**src/rtl/mux_sched_pkg.sv**
```systemverilog
// Shared types and defaults for the packed-word scan scheduler.
//   sched_state_t : scan controller state encoding
//   N_WORDS_DEF   : default number of packed words
//   W_DEF         : default bits per word
package mux_sched_pkg;

  typedef enum logic [1:0] {
    IDLE  = 2'd0,
    SCAN  = 2'd1,
    DRAIN = 2'd2
  } sched_state_t;

  localparam int N_WORDS_DEF = 256;
  localparam int W_DEF       = 4;

endpackage

```
**src/rtl/mux_word_sel.sv**
```systemverilog
// Combinational N_WORDS:1 selector over a packed word vector.
//   in_flat : N_WORDS*W packed words, word i = in_flat[i*W +: W]
//   sel     : word index
//   word    : selected word
module mux_word_sel
  import mux_sched_pkg::*;
#(
  parameter int N_WORDS = N_WORDS_DEF,
  parameter int W       = W_DEF,
  parameter int IDX_W   = $clog2(N_WORDS)
) (
  input  logic [N_WORDS*W-1:0] in_flat,
  input  logic [IDX_W-1:0]     sel,
  output logic [W-1:0]         word
);

  always_comb begin
    word = in_flat[int'(sel)*W +: W];
  end

endmodule

```
**src/rtl/mux_scan_sched.sv**
```systemverilog
// Scan controller for a packed word multiplexer. A start pulse walks the
// select index 0..N_WORDS-1, skipping words whose snapshotted mask bit is
// clear, and emits each enabled word as an (index, data) beat on a
// valid/ready stream.
//   clk, rst   : clock, synchronous active-high reset
//   start      : begin a scan (honoured only when idle, and not with abort)
//   abort      : terminate a running scan, dropping any unaccepted beat
//   mask       : word enables, captured at start
//   in_flat    : packed words, held stable by the caller while busy
//   out_valid / out_ready / out_idx / out_data : beat stream
//   busy       : scan or drain in progress
//   done       : one-cycle pulse on normal completion
module mux_scan_sched
  import mux_sched_pkg::*;
#(
  parameter int N_WORDS = N_WORDS_DEF,
  parameter int W       = W_DEF,
  parameter int IDX_W   = $clog2(N_WORDS)
) (
  input  logic                 clk,
  input  logic                 rst,
  input  logic                 start,
  input  logic                 abort,
  input  logic [N_WORDS-1:0]   mask,
  input  logic [N_WORDS*W-1:0] in_flat,
  output logic                 out_valid,
  input  logic                 out_ready,
  output logic [IDX_W-1:0]     out_idx,
  output logic [W-1:0]         out_data,
  output logic                 busy,
  output logic                 done
);

  localparam logic [IDX_W-1:0] LAST_IDX = IDX_W'(N_WORDS - 1);

  sched_state_t         state_q, state_d;
  logic [IDX_W-1:0]     ptr_q, ptr_d;
  logic [N_WORDS-1:0]   mask_q, mask_d;
  logic                 out_valid_q, out_valid_d;
  logic [IDX_W-1:0]     out_idx_q, out_idx_d;
  logic [W-1:0]         out_data_q, out_data_d;
  logic                 busy_q, busy_d;
  logic                 done_q, done_d;

  logic [W-1:0]         ptr_word;
  logic                 slot_free;

  mux_word_sel #(
    .N_WORDS (N_WORDS),
    .W       (W),
    .IDX_W   (IDX_W)
  ) u_word_sel (
    .in_flat (in_flat),
    .sel     (ptr_q),
    .word    (ptr_word)
  );

  // The output register can take a new beat when it is empty or its
  // current beat is being accepted this cycle.
  assign slot_free = !out_valid_q || out_ready;

  always_comb begin
    state_d     = state_q;
    ptr_d       = ptr_q;
    mask_d      = mask_q;
    out_valid_d = out_valid_q;
    out_idx_d   = out_idx_q;
    out_data_d  = out_data_q;
    done_d      = 1'b0;

    unique case (state_q)
      IDLE: begin
        if (start && !abort) begin
          state_d = SCAN;
          mask_d  = mask;
          ptr_d   = '0;
        end
      end

      SCAN: begin
        // abort wins over a same-cycle handshake: that beat is dropped.
        if (abort) begin
          state_d     = IDLE;
          out_valid_d = 1'b0;
        end else if (slot_free) begin
          if (mask_q[ptr_q]) begin
            out_valid_d = 1'b1;
            out_idx_d   = ptr_q;
            out_data_d  = ptr_word;
          end else begin
            out_valid_d = 1'b0;
          end
          // ptr wraps to 0 after the last index; its value is unused in DRAIN.
          ptr_d = ptr_q + 1'b1;
          if (ptr_q == LAST_IDX) begin
            state_d = DRAIN;
          end
        end
      end

      DRAIN: begin
        if (abort) begin
          state_d     = IDLE;
          out_valid_d = 1'b0;
        end else if (slot_free) begin
          state_d     = IDLE;
          out_valid_d = 1'b0;
          done_d      = 1'b1;
        end
      end

      default: begin
        state_d     = IDLE;
        out_valid_d = 1'b0;
      end
    endcase

    busy_d = (state_d != IDLE);
  end

  always_ff @(posedge clk) begin
    if (rst) begin
      state_q     <= IDLE;
      ptr_q       <= '0;
      mask_q      <= '0;
      out_valid_q <= 1'b0;
      out_idx_q   <= '0;
      out_data_q  <= '0;
      busy_q      <= 1'b0;
      done_q      <= 1'b0;
    end else begin
      state_q     <= state_d;
      ptr_q       <= ptr_d;
      mask_q      <= mask_d;
      out_valid_q <= out_valid_d;
      out_idx_q   <= out_idx_d;
      out_data_q  <= out_data_d;
      busy_q      <= busy_d;
      done_q      <= done_d;
    end
  end

  assign out_valid = out_valid_q;
  assign out_idx   = out_idx_q;
  assign out_data  = out_data_q;
  assign busy      = busy_q;
  assign done      = done_q;

endmodule

```
**config.mk**
```make
export PLATFORM = sky130hd
export DESIGN_NAME = mux_scan_sched
export DESIGN_NICKNAME = d
export VERILOG_FILES = /design/src/rtl/mux_sched_pkg.sv /design/src/rtl/mux_word_sel.sv /design/src/rtl/mux_scan_sched.sv
export SDC_FILE = /design/constraint.sdc
export NUM_CORES = 1
export LEC_CHECK = 0
export BUFFER_PORTS_ARGS = -buffer_cell sky130_fd_sc_hd__buf_2
export CAP_MARGIN = 20
export CORE_AREA = 8 8 504 506
export CTS_CLUSTER_DIAMETER = 100
export CTS_CLUSTER_SIZE = 25
export DETAILED_ROUTE_END_ITERATION = 8
export DIE_AREA = 0 0 512 514
export PLACE_DENSITY = 0.32
export SLEW_MARGIN = 15
export SYNTH_ARGS = -nofsm -noshare
export SYNTH_HDL_FRONTEND = slang
export SYNTH_SLANG_ARGS = --single-unit
```
**constraint.sdc**
```tcl
create_clock -name clk -period 3.25 [get_ports clk]
set_input_delay 0.4875 -clock clk [delete_from_list [all_inputs] [get_ports clk]]
set_output_delay 0.4875 -clock clk [all_outputs]
set_load 0.01 [all_outputs]
```
; ---- Word level (Yosys, flattened, before mapping)
; Index checks and enable logic that the tools add are counted.
[word_totals]
latch_bits = 0
ram_bits = 0
input_bits = 1285
register_bits = 281
rom_bits = 0
n_memories = 0
wordCells = 54
[classes]
addsub = 1
n_shift = 1
magnitude_cmp = 1
eq_ne = 8
div_mod_pow = 0
muxes = 20
mul = 0
bitwise = 3
reduce_logical = 12
[ops]
columns = op, n
row1 = 1024-bit by 11-bit indexed part select with 4-bit output, 1
row2 = 8-bit 2-to-1 mux, 3
row3 = 8-bit one-hot mux with 2 select lines, 1
row4 = 2-bit 2-to-1 mux, 6
row5 = 8-bit by 9-bit < comparator with 1-bit output (second input constant), 1
row6 = 8-bit by 1-bit adder with 8-bit output (second input constant), 1
row7 = 1-bit binary-select mux with 8-bit select, 1
row8 = 8-bit == test (second input constant), 1
row9 = 4-bit AND reduction, 2
row10 = 1-bit 2-to-1 mux, 7
row11 = 2-bit inequality test (second input constant), 3
row12 = 3-bit inequality test (second input constant), 2
row13 = 2-bit one-hot mux with 3 select lines, 1
row14 = 2-bit nonzero test, 2
row15 = 1-bit NOT, 3
row16 = 1-bit one-hot mux with 3 select lines, 1
row17 = 3-bit AND reduction, 1
row18 = 3-bit OR reduction, 1
row19 = 2-bit by 1-bit == test with 1-bit output (second input constant), 1
row20 = 2-bit == test (second input constant), 1
row21 = 1-bit zero test, 2
row22 = 2-bit zero test, 1
row23 = 2-bit AND reduction, 1
row24 = 1-bit logical AND, 1
row25 = 1-bit logical OR, 1

; ---- Logic depth before layout (Yosys ltp)
; Gate-level depths: netlist of the first run.
[depth]
depth_word = 6
mapped_depth = 15
depth_no_buf = 8

; ---- Modules after synthesis
; A second synthesis of the first run with hierarchy kept.
[unflattened]
cells_unflattened = 2197
area_unflattened_um2 = 20626.0
[modules_own_cells]
columns = module, n_inst, cells_each, area_each_um2
row1 = mux_scan_sched, 1, 1403, 12014.0
row2 = mux_word_sel, 1, 794, 8612.0

; ---- Worst setup path before layout of the first run
; Ideal clock, no wire load.
[synth_path]
path_kind = reg-to-reg
start = reg ptr_q[1]
end = reg out_data_q[3], in the netlist out_data[3]
slack_ns = 0.472
required_time_ns = 3.116
setup_time_ns = 0.134
n_path_buf = 4
arrival_time_ns = 2.644
stages_incl_launch_ff = 11
cell_sequence = dfxtp_1 buf_4 buf_4 buf_4 buf_1 mux4_2 a22oi_1 a21oi_1 or4_1 a211oi_1 a211oi_1
[synth_via]
elab_chain_cells = 3
word_cells_on_any_way = 4
[synth_rtl]
columns = item, line_no
row1 = from (decl), mux_scan_sched.sv:37  ; logic [IDX_W-1:0] ptr_q, ptr_d;
row2 = from (signal assigned), mux_scan_sched.sv:133  ; ptr_q <= ptr_d;
row3 = 1-bit binary-select mux with 8-bit select, mux_scan_sched.sv:86  ; if (mask_q[ptr_q]) begin
row4 = 1-bit 2-to-1 mux (not written as such), mux_scan_sched.sv:86
row5 = 4-bit AND reduction (no source line), --
row6 = to (signal assigned), mux_scan_sched.sv:137  ; out_data_q <= out_data_d;
row7 = to (decl), mux_scan_sched.sv:41  ; logic [W-1:0] out_data_q, out_data_d;
; Parallel ways exist; a longest one is shown, timed or not. The select of a mux whose other input is x is not followed.
; A chain may end at the register's enable or synchronous reset.

; ---- Final worst setup path of the first run
[layout_path]
start = reg ptr_q[0]
end = reg out_data_q[2], in the netlist out_data[2]
; Same word-level chain as after synthesis.

==> results of run 1 <==
final timing paths:
check | end | startpoint | slack (ns)
setup reg to reg | out_data[2] | ptr_q[0] | -0.12
hold reg to reg | mask_q[250] | mask_q[250] | 0.45
setup / recovery | out_data[2] | ptr_q[0] | -0.12
hold / removal | mask_q[38] | mask[38] | 0.11
stage by stage:
stage          hold WS, ns  area, um^2
2_1_floorplan        0.432       20600
5_1_grt             0.0579       34400
4_1_cts             0.0487       34200
3_3_place_gp         0.442       32500
3_5_place_dp         0.445       32500
6_report             0.115       34400
kinds of logic after synthesis:
group / Yosys count / synth area share
multiplexers: 426 / 0.370
AND/OR/NAND/NOR: 713 / 0.143
adder cells (fa/ha/maj): 1 / 0.000608
XOR/XNOR: 5 / 0.00213
AO/OA/AOI/OAI: 517 / 0.149
flip-flops: 281 / 0.274
buffers and inverters: 220 / 0.0612
final cells by class:
class | count | area (um^2) | share of cell area
diodes | 43 | 108 | 0.00312
clock buffers | 20 | 500 | 0.0145
clock inverters | 13 | 185 | 0.00538
inverters | 6 | 25.0 | 0.000726
multi-input cells | 1664 | 14300 | 0.414
flip-flops and latches | 281 | 5650 | 0.164
well taps | 3237 | 4050 | 0.118
repair buffers | 1589 | 9670 | 0.281
flip-flops by register name, indices dropped and copies added (netlist names):
| name | count |
|---|---|
| ptr_q | 8 |
| out_valid | 1 |
| out_idx | 8 |
| out_data | 4 |
| mask_q | 256 |
| done | 1 |
| busy | 1 |
| state_q | 2 |
cells in the mapped netlist, types with 10 or more instances:
master,instances,area share
clkbuf_1,123,0.022
a22oi_1,63,0.023
mux4_2,262,0.29
nor2b_1,12,0.0037
a221oi_1,21,0.0089
buf_6,20,0.011
o21ai_0,30,0.0073
o22ai_1,34,0.010
nor3_1,21,0.0051
buf_4,25,0.0091
nand2_1,562,0.10
buf_1,10,0.0018
buf_2,23,0.0056
nor2_1,32,0.0058
a21oi_1,305,0.074
mux2i_1,150,0.073
dfxtp_1,281,0.27
mux2_2,11,0.0060
nand3_1,31,0.0075
routing by layer:
metal	vias to the layer above	GRT usage	part of all wire
met2	1155	0.250	0.50
met1	12000	0.176	0.41
met5	-	0	0.0012
met3	185	0.0305	0.067
met4	34	0.0217	0.019
li1	11000	-	-
worst max-delay path: cells and delay by family (launching register included):
| family | cells | cell delay (ns) |
|---|---|---|
| flip-flops | 1 | 0.37 |
| multiplexers | 1 | 0.51 |
| AND/OR/NAND/NOR | 3 | 0.84 |
| AO/OA/AOI/OAI | 4 | 0.68 |
| buffers and inverters | 6 | 0.85 |
power breakdown:
group / total, uW / leakage [uW] / internal (uW) / switching [uW]
Combinational: 2370 / 0.0104 / 1250 / 1130
Clock: 2840 / 0.000332 / 1240 / 1600
Sequential: 3670 / 0.00230 / 3590 / 87.6
timing repair:
item / in CTS / in global routing
hold buffers: 0 / 0
pin swaps: 26 / 21
buffers inserted: 32 / 8
resized for setup: 111 / 34
cloned: 7 / 0
endpoints found under the setup margin: 13 / 13
==> results.md, run 1 <==
* Clock tree buffer depth at 3
* Fin. Hold Viols at 0
* First-pass GRT wire length at 252000 um
* FMAX at 297 MHz
* DR vias/cell at 3.56
* Hold Path Depth at 3
* Worst slew margin at 0.378
* Failing checks: setup timing
* Clock slew at reported path FFs at 0.10 ns
* Num CTS Buffers at 20
* Total GRT Usage at 0.140
* Root Buffer: clkbuf_16
* Synth cell types at 62
* Die Y at 514 um
* Final period util at 1.04
* Post-Syn Area at 20600 um^2
* Dpl hpwl at 167000 um
* FF+latch count, synth at 281
* Post-route setup slack at -0.115 ns
* CTS H-tree lvls at 1
* Worst slew pin tran at 0.931 ns
* Final WL at 196000 um
* Unrepaired setup endpoints after global routing: true
* Routed wire per std cell at 28.6 um
* Initial antenna violation count at 108
* Lkg Pwr at 0.0131 uW
* Row count at 183
* Req. time, crit path at 3.74 ns
* Seq/Total Area, Yosys at 0.274
* Total global routing overflow at 0
* Top FF cell, synth: dfxtp_1
* Critical-path top delay cell: mux4_2
* Largest net degree at the start of global routing at 145
* Setup TNS at -0.705 ns
* Peak VDD IR at 0.223 mV
* Place WS at -1.27 ns
* Maxcap violations at 0
* Placed insts at 6736
* Total power at 8890 uW
* Core area at 247000 um^2
* Commonest non-fill, non-tap cell in the layout: buf_2
* Antenna-violating nets left at 0
* Clk sinks at 281
* Share of layout cells above drive strength 1 at 0.562
* Area grow syn2layout at 67.6%
* Yosys warns at 0
* TritonRoute pass-1 iters at 5
* Via count at 24.4k
* Crit-path cells: buf_12 > buf_12 > buf_4 > buf_12 > mux4_2 > a22oi_2 > a21oi_2 > o21ai_4 > buf_6 > nor4b_4 > buf_6 > nor2_4 > or3_1 > o211a_1
* Ys async rst share at 0
* Worst R2R Path Depth at 14
* Die Wd at 512 um
* Die area at 263000 um^2
* Post-synthesis cell count at 2163
* Initial DRC Count at 1569
* Setup Viol. Count Final at 10
* Vias in the first global route at 25.6k
* Avg Synthesized Cell Area at 9.51 um^2
* Status: finished with violations
* Worst path max stage delay at 0.51 ns
* Pwr dens at 258 nW/um^2
* # port buffers at 1299
* IO Count at 1300
* RePlAce Congestion at 0.973
* Worst path arrival time at 3.86 ns
* FILL cells at 28.4k
* Fin util at 0.140
* Max Fanout on Critical Path at 8
* DRC at 0
* Fin crit period at 3.37 ns
* Skew-Pair Late Insertion Delay at 0.60 ns
* Syn_nets at 3449
* Number of synthesized flops with an enable pin at 0
* Crit start category: flop
* Starting Density at 0.0834
* Clock Skews at 0.0676 ns
* Pins Over Slew Limit at 0
* Tightest Hold Check Type: in -> reg
* Final net count at 4848
* Crit. End Element: flop
* Most frequent cells in the layout: buf_2 (1298), nand2_1 (561), a21oi_1 (292), dfxtp_1 (274), mux4_2 (265)
* Setup CP Type: reg -> reg
* Most common cell on crit path: buf_12
* CTS tree: done
* Fin cells at 6853
Power figures use the tool's default switching activity.
==> inputs of run 2 (changes only) <==
- CORE_AREA: 8 8 504 506 -> 2 2 514 516
- DIE_AREA: 0 0 512 514 -> 0 0 516 518
- PLACE_DENSITY: 0.32 -> 0.31
- SYNTH_HIERARCHICAL: unset -> 1
==> run 2 against run 1 <==
  * The flow now finishes without violations
  * Cell count up 3.4%
  * Register-to-register slack better by 0.20 ns
  * Combinational power about the same
  * Via count down 0.47%
  * Clock power up 13%
  * Worst hold slack worse by 0.015 ns
==> results.md, run 2 <==
* Clock tree buffer depth at 3 (unchanged)
* Final period util at 0.973 (was 1.04)
* Synth area leaders: dfxtp_1 (27%), mux4_2 (27%), nand2_1 (9.9%) (was mux4_2 (29%), dfxtp_1 (27%), nand2_1 (10%))
* Avg Synthesized Cell Area at 9.39 um^2 (was 9.51 um^2)
* Total power at 9220 uW (was 8890 uW)
* Die Wd at 516 um (was 512 um)
* DRC at 0 (unchanged)
* Crit start category: flop (unchanged)
* Number of synthesized flops with an enable pin at 0 (unchanged)
* Clk sinks at 281 (unchanged)
* FILL cells at 30.3k (was 28.4k)
* Seq/Total Area, Yosys at 0.273 (was 0.274)
* Most frequent cells in the layout: buf_2 (1298), nand2_1 (545), a21oi_1 (303), dfxtp_1 (273), mux4_2 (248) (was buf_2 (1298), nand2_1 (561), a21oi_1 (292), dfxtp_1 (274), mux4_2 (265))
* Worst slew margin at 0.363 (was 0.378)
* Num CTS Buffers at 22 (was 20)
* Fin util at 0.129 (was 0.140)
* Largest area contributor in the synthesized netlist: dfxtp_1 (was mux4_2)
* Syn_nets at 3483 (was 3449)
* Row count at 188 (was 183)
* Clock slew at reported path FFs at 0.10 ns (about the same)
* Skew-Pair Late Insertion Delay at 0.61 ns (was 0.60 ns)
* Top FF cell, synth: dfxtp_1 (unchanged)
* Commonest cells post-synth: nand2_1 (546), a21oi_1 (304), dfxtp_1 (281), mux4_2 (248), mux2i_1 (162) (was nand2_1 (562), a21oi_1 (305), dfxtp_1 (281), mux4_2 (262), mux2i_1 (150))
* Largest Register: mask_q (unchanged)
* RePlAce Congestion at 0.889 (was 0.973)
* Root Buffer: clkbuf_16 (unchanged)
* Peak VDD IR at 0.318 mV (was 0.223 mV)
* Total global routing overflow at 0 (unchanged)
* Maxcap violations at 0 (unchanged)
* Tightest Hold Check Type: in -> reg (unchanged)
* Worst R2R Path Depth at 12 (was 14)
* Starting Density at 0.0789 (was 0.0834)
* Core area at 262000 um^2 (was 247000 um^2)
* Largest register FFs at 256 (unchanged)
* Die Y at 518 um (was 514 um)
* Commonest non-fill, non-tap cell in the layout: buf_2 (unchanged)
* Routed wire per std cell at 27.3 um (was 28.6 um)
* IO Count at 1300 (unchanged)
* Hold Path Depth at 3 (unchanged)
* Synth cell types at 67 (was 62)
* Placed insts at 6990 (was 6736)
* Crit. End Element: flop (unchanged)
* FMAX at 316 MHz (was 297 MHz)
* First-pass GRT wire length at 246000 um (was 252000 um)
* CTS tree: done (unchanged)
* Req. time, crit path at 3.73 ns (was 3.74 ns)
* Largest net degree at the start of global routing at 106 (was 145)
* Post-route setup slack at 0.0884 ns (was -0.115 ns)
* Reg area at 5650 um^2 (about the same)
* Unrepaired setup endpoints after global routing: false (was true)
* Dpl hpwl at 168000 um (was 167000 um)
* Area grow syn2layout at 63.1% (was 67.6%)
* Pins Over Slew Limit at 0 (unchanged)
* Final WL at 194000 um (was 196000 um)
* Setup CP Type: reg -> reg (unchanged)
* Die area at 267000 um^2 (was 263000 um^2)
* Setup Viol. Count Final at 0 (was 10)
* Pwr dens at 274 nW/um^2 (was 258 nW/um^2)
* Total GRT Usage at 0.138 (was 0.140)
* Share of layout cells above drive strength 1 at 0.532 (was 0.562)
* Post-synthesis cell count at 2197 (was 2163)
* Worst slew pin tran at 0.950 ns (was 0.931 ns)
* FF+latch count, synth at 281 (unchanged)
* Lkg Pwr at 0.0125 uW (was 0.0131 uW)
* DR vias/cell at 3.43 (was 3.56)
* TritonRoute pass-1 iters at 5 (unchanged)
* Ys async rst share at 0 (unchanged)
* Place WS at -0.454 ns (was -1.27 ns)
* Fin crit period at 3.16 ns (was 3.37 ns)
* Worst path arrival time at 3.64 ns (was 3.86 ns)
* Status: complete, no violations (was finished with violations)
* Post-CTS Hold Buffers at 0 (unchanged)
* Max Fanout on Critical Path at 16 (was 8)
* # port buffers at 1299 (unchanged)
* Vias in the first global route at 25.2k (was 25.6k)
* Initial DRC Count at 1498 (was 1569)
* Via count at 24.3k (was 24.4k)
* Multi-input logic area at 14000 um^2 (was 14300 um^2)
* Initial antenna violation count at 126 (was 108)
* Area fraction of the dominant cell type after synthesis at 0.273 (was 0.287)
* Yosys warns at 6 (was 0)
* Antenna-violating nets left at 0 (unchanged)
* Final net count at 4791 (was 4848)
* Dominant cell by count in the synthesized netlist: nand2_1 (unchanged)
* CTS H-tree lvls at 1 (unchanged)
* Fin. Hold Viols at 0 (unchanged)
* Post-Syn Area at 20600 um^2 (about the same)
* Fin cells at 7086 (was 6853)
* Clock Skews at 0.0521 ns (was 0.0676 ns)
==> run 2: cell count changes in the layout (fill, tap and decap cells not counted), moves of 16 or more <==
cell,delta
buf_12,-16
buf_4,-46
mux4_2,-17
nand2_1,-16
nand2b_1,+30
nand3_1,-16
nor3_1,+20
o221ai_1,+18
==> run 2: worst max-delay path, stage by stage (launching register included) <==
cell and delay (ns):
dfxtp_4 0.41, buf_12 0.15, buf_12 0.14, buf_12 0.16, buf_4 0.28, mux4_2 0.48
a221oi_1 0.31, o21ai_0 0.27, a211oi_2 0.30, buf_4 0.16, o211ai_1 0.13, nand2b_1 0.13
mux2i_1 0.08
==> run 2: final cells by class <==
class,instances,share of cell area
clock inverter,13,0.00740
sequential,281,0.168
multi-input combinational,1689,0.416
clock buffer,25,0.0176
tap,3515,0.131
inverter,6,0.000744
timing repair buffer,1505,0.256
antenna,52,0.00387
==> run 2: repair_timing <==
item | CTS | global route
gates cloned | 0 | 0
setup endpoints to repair | 13 | 4
gates resized for setup | 18 | 19
buffers inserted | 6 | 0
==> run 2: final timing paths <==
kind | start | to | slack, ns
min | mask[114] | mask_q[114] | 0.1
max | ptr_q[1] | out_data[3] | 0.09
max reg2reg | ptr_q[1] | out_data[3] | 0.09
min reg2reg | mask_q[251] | mask_q[251] | 0.45
==> run 2: cell families (layout without fill, tap and decap cells) <==
logic type | Yosys count | in the layout | synth area share
buffers and inverters | 227 | 1549 | 0.0596
DFF | 281 | 281 | 0.273
other | 0 | 52 | 0
xor gates and xnor gates | 5 | 5 | 0.00212
adders and majority gates | 1 | 1 | 0.000607
and+or+nand+nor | 738 | 738 | 0.151
AOI/OAI and AO/OA | 518 | 518 | 0.152
muxes | 427 | 427 | 0.362
==> run 2: report_power, final <==
part	total (uW)	internal (uW)	switching, uW
clock	3210	1460	1750
sequential	3670	3580	86.7
combinational	2340	1140	1200
==> run 2: routing by layer <==
metal / share of wire / vias up / GRT usage
met5: 0.0022 / - / 0
met4: 0.026 / 66 / 0.0329
met3: 0.076 / 258 / 0.0372
met2: 0.49 / 1122 / 0.237
met1: 0.41 / 11900 / 0.169
li1: - / 10900 / -
==> run 2: through the flow <==
| step | TNS, ns | hold WS, ns | cell area (um^2) |
|---|---|---|---|
| 2_1_floorplan | 0 | 0.432 | 20600 |
| 3_3_place_gp | -3.02 | 0.439 | 32400 |
| 3_5_place_dp | -2.43 | 0.443 | 32400 |
| 4_1_cts | 0 | 0.0545 | 33400 |
| 5_1_grt | 0 | 0.0766 | 33600 |
| 6_report | 0 | 0.100 | 33600 |
==> inputs of run 3 (changes only) <==
- CORE_AREA: 2 2 514 516 -> 2 2 507 509
- DIE_AREA: 0 0 516 518 -> 0 0 509 511
- PLACE_DENSITY: 0.31 -> 0.32
- clock period: 3.25 -> 3.7 ns (I/O delays scaled with it)
==> run 3 against run 2 <==
  * Non-clock buffer count shrank 57
  * Global-route usage down 0.33 points
  * Core utilization is 0.11 points lower
  * Worst hold slack improved by 0.082 ns
  * Total power down 15%
  * Clock-buffer cell count down 2
  * Clock skew increased by 0.026 ns
  * Critical path type unchanged
==> results.md, run 3 (synthesis results as in run 2) <==
* Status: complete, no violations (unchanged)
* Peak VDD IR at 0.302 mV (was 0.318 mV)
* Setup CP Type: reg -> reg (unchanged)
* # port buffers at 1299 (unchanged)
* Clock tree buffer depth at 3 (unchanged)
* FILL cells at 29.6k (was 30.3k)
* Largest net degree at the start of global routing at 181 (was 106)
* Maxcap violations at 0 (unchanged)
* CTS tree: done (unchanged)
* Crit start category: flop (unchanged)
* Total power at 7830 uW (was 9220 uW)
* Starting Density at 0.0808 (was 0.0789)
* Final WL at 184000 um (was 194000 um)
* Root Buffer: clkbuf_16 (unchanged)
* Worst slew pin tran at 1.01 ns (was 0.950 ns)
* Largest Register: mask_q (unchanged)
* Initial DRC Count at 1396 (was 1498)
* Postcts setup bufs at 0 (was 6)
* Dpl hpwl at 159000 um (was 168000 um)
* IO Count at 1300 (unchanged)
* Max Fanout on Critical Path at 19 (was 16)
* Routed wire per std cell at 26.7 um (was 27.3 um)
* Unrepaired setup endpoints after global routing: false (unchanged)
* Area grow syn2layout at 57.9% (was 63.1%)
* Skew-Pair Late Insertion Delay at 0.61 ns (about the same)
* TritonRoute pass-1 iters at 5 (unchanged)
* Row count at 186 (was 188)
* Worst path max stage delay at 0.58 ns (was 0.48 ns)
* DR vias/cell at 3.46 (was 3.43)
* Most frequent cells in the layout: buf_2 (1298), nand2_1 (545), a21oi_1 (303), dfxtp_1 (273), mux4_2 (248) (unchanged)
* Worst path arrival time at 3.90 ns (was 3.64 ns)
* Initial antenna violation count at 115 (was 126)
* Total global routing overflow at 0 (unchanged)
* Final period util at 0.917 (was 0.973)
* Vias in the first global route at 24.9k (was 25.2k)
* Clock Skews at 0.0777 ns (was 0.0521 ns)
* First-pass GRT wire length at 236000 um (was 246000 um)
* Pins Over Slew Limit at 0 (unchanged)
* Antenna-violating nets left at 0 (unchanged)
* FMAX at 295 MHz (was 316 MHz)
* Fin. Hold Viols at 0 (unchanged)
* Setup TNS at 0 ns (unchanged)
* Clock slew at reported path FFs at 0.11 ns (was 0.10 ns)
* Die Y at 511 um (was 518 um)
* Num CTS Buffers at 20 (was 22)
* Via count at 23.8k (was 24.3k)
* Pwr dens at 241 nW/um^2 (was 274 nW/um^2)
* Share of layout cells above drive strength 1 at 0.518 (was 0.532)
* Tightest Hold Check Type: in -> reg (unchanged)
* DRC at 0 (unchanged)
* Commonest non-fill, non-tap cell in the layout: buf_2 (unchanged)
* Final net count at 4732 (was 4791)
* Crit-path cells: buf_4 > nand2b_1 > o22ai_1 > or3_1 > a31oi_1 > buf_4 > nor4_1 > o211ai_1 > nand2b_1 > mux2i_1 (was buf_12 > buf_12 > buf_12 > buf_4 > mux4_2 > a221oi_1 > o21ai_0 > a211oi_2 > buf_4 > o211ai_1 > nand2b_1 > mux2i_1)
* RePlAce Congestion at 0.889 (about the same)
* Core area at 255000 um^2 (was 262000 um^2)
* Die area at 260000 um^2 (was 267000 um^2)
* Largest register FFs at 256 (unchanged)
* Req. time, crit path at 4.21 ns (was 3.73 ns)
* Fin crit period at 3.39 ns (was 3.16 ns)
* Total GRT Usage at 0.134 (was 0.138)
* Setup Viol. Count Final at 0 (unchanged)
* Crit. End Element: flop (unchanged)
* CTS H-tree lvls at 1 (unchanged)
* Lkg Pwr at 0.0121 uW (was 0.0125 uW)
* Critical-path top delay cell: dfxtp_4 (was mux4_2)
* Worst slew margin at 0.328 (was 0.363)
* Die Wd at 509 um (was 516 um)
* Clk sinks at 281 (unchanged)
[run 3: cell types whose count changed in the layout (fill, tap and decap cells not counted), moves of 3 or more]
cell	before	now
buf_4	161	122
a211oi_1	21	29
mux2i_1	156	160
o22ai_1	29	34
mux2i_2	5	2
o22ai_2	4	0
a211oi_2	9	1
diode_2	52	36
buf_12	40	26
[run 3: where the power goes]
part | internal, uW | switching, uW
clock network | 1210 | 1420
registers | 3150 | 76.3
logic | 971 | 1010
[run 3: final cells by class]
class | count | area, um^2 | share of cell area
clock inverters | 11 | 206 | 0.00634
flip-flops and latches | 281 | 5650 | 0.174
inverters | 6 | 25.0 | 0.000768
clock buffers | 23 | 543 | 0.0167
multi-input cells | 1689 | 13900 | 0.426
repair buffers | 1448 | 7960 | 0.244
diodes | 36 | 90.1 | 0.00277
well taps | 3384 | 4230 | 0.130
[run 3: worst paths after layout]
check,start,end,slack (ns),depth (start not counted)
setup reg to reg,ptr_q[3],out_data[2],0.31,10
hold / removal,mask[166],mask_q[166],0.18,3
setup / recovery,ptr_q[3],out_data[2],0.31,10
hold reg to reg,mask_q[6],mask_q[6],0.46,2
[run 3: stage by stage]
| step | instances | setup slack [ns] | hold WS (ns) | utilization | cell area (um^2) |
|---|---|---|---|---|---|
| detailed placement | 6808 | -0.0937 | 0.445 | 0.124 | 31700 |
| CTS | 6842 | 0.0634 | 0.115 | 0.127 | 32500 |
| global route | 6851 | 0.108 | 0.142 | 0.127 | 32500 |
| global placement | 6804 | -0.407 | 0.440 | 0.124 | 31700 |
| finish | 6878 | 0.309 | 0.182 | 0.128 | 32600 |
| floorplan | 2197 | 1.23 | 0.432 | - | 20600 |
[run 3: routing by layer]
layer | up-vias | wire [um] | GRT usage
met2 | 1053 | 91100 | 0.238
met3 | 194 | 14200 | 0.0370
met1 | 11700 | 74800 | 0.162
li1 | 10800 | - | -
met4 | 78 | 3350 | 0.0233
met5 | - | 475 | 0
[run 3: worst max-delay path: cells and delay by family, from the launching register on]
| family | cells | cell delay, ns |
|---|---|---|
| simple gates | 4 | 0.92 |
| mux | 1 | 0.14 |
| buf+inv | 2 | 0.60 |
| compound gates | 3 | 1.01 |
| flops | 1 | 0.58 |
[run 3: repair_timing]
item | CTS | global route
hold buffers | 0 | 0
gates resized for setup | 2 | 0
endpoints found under the setup margin | 2 | 0
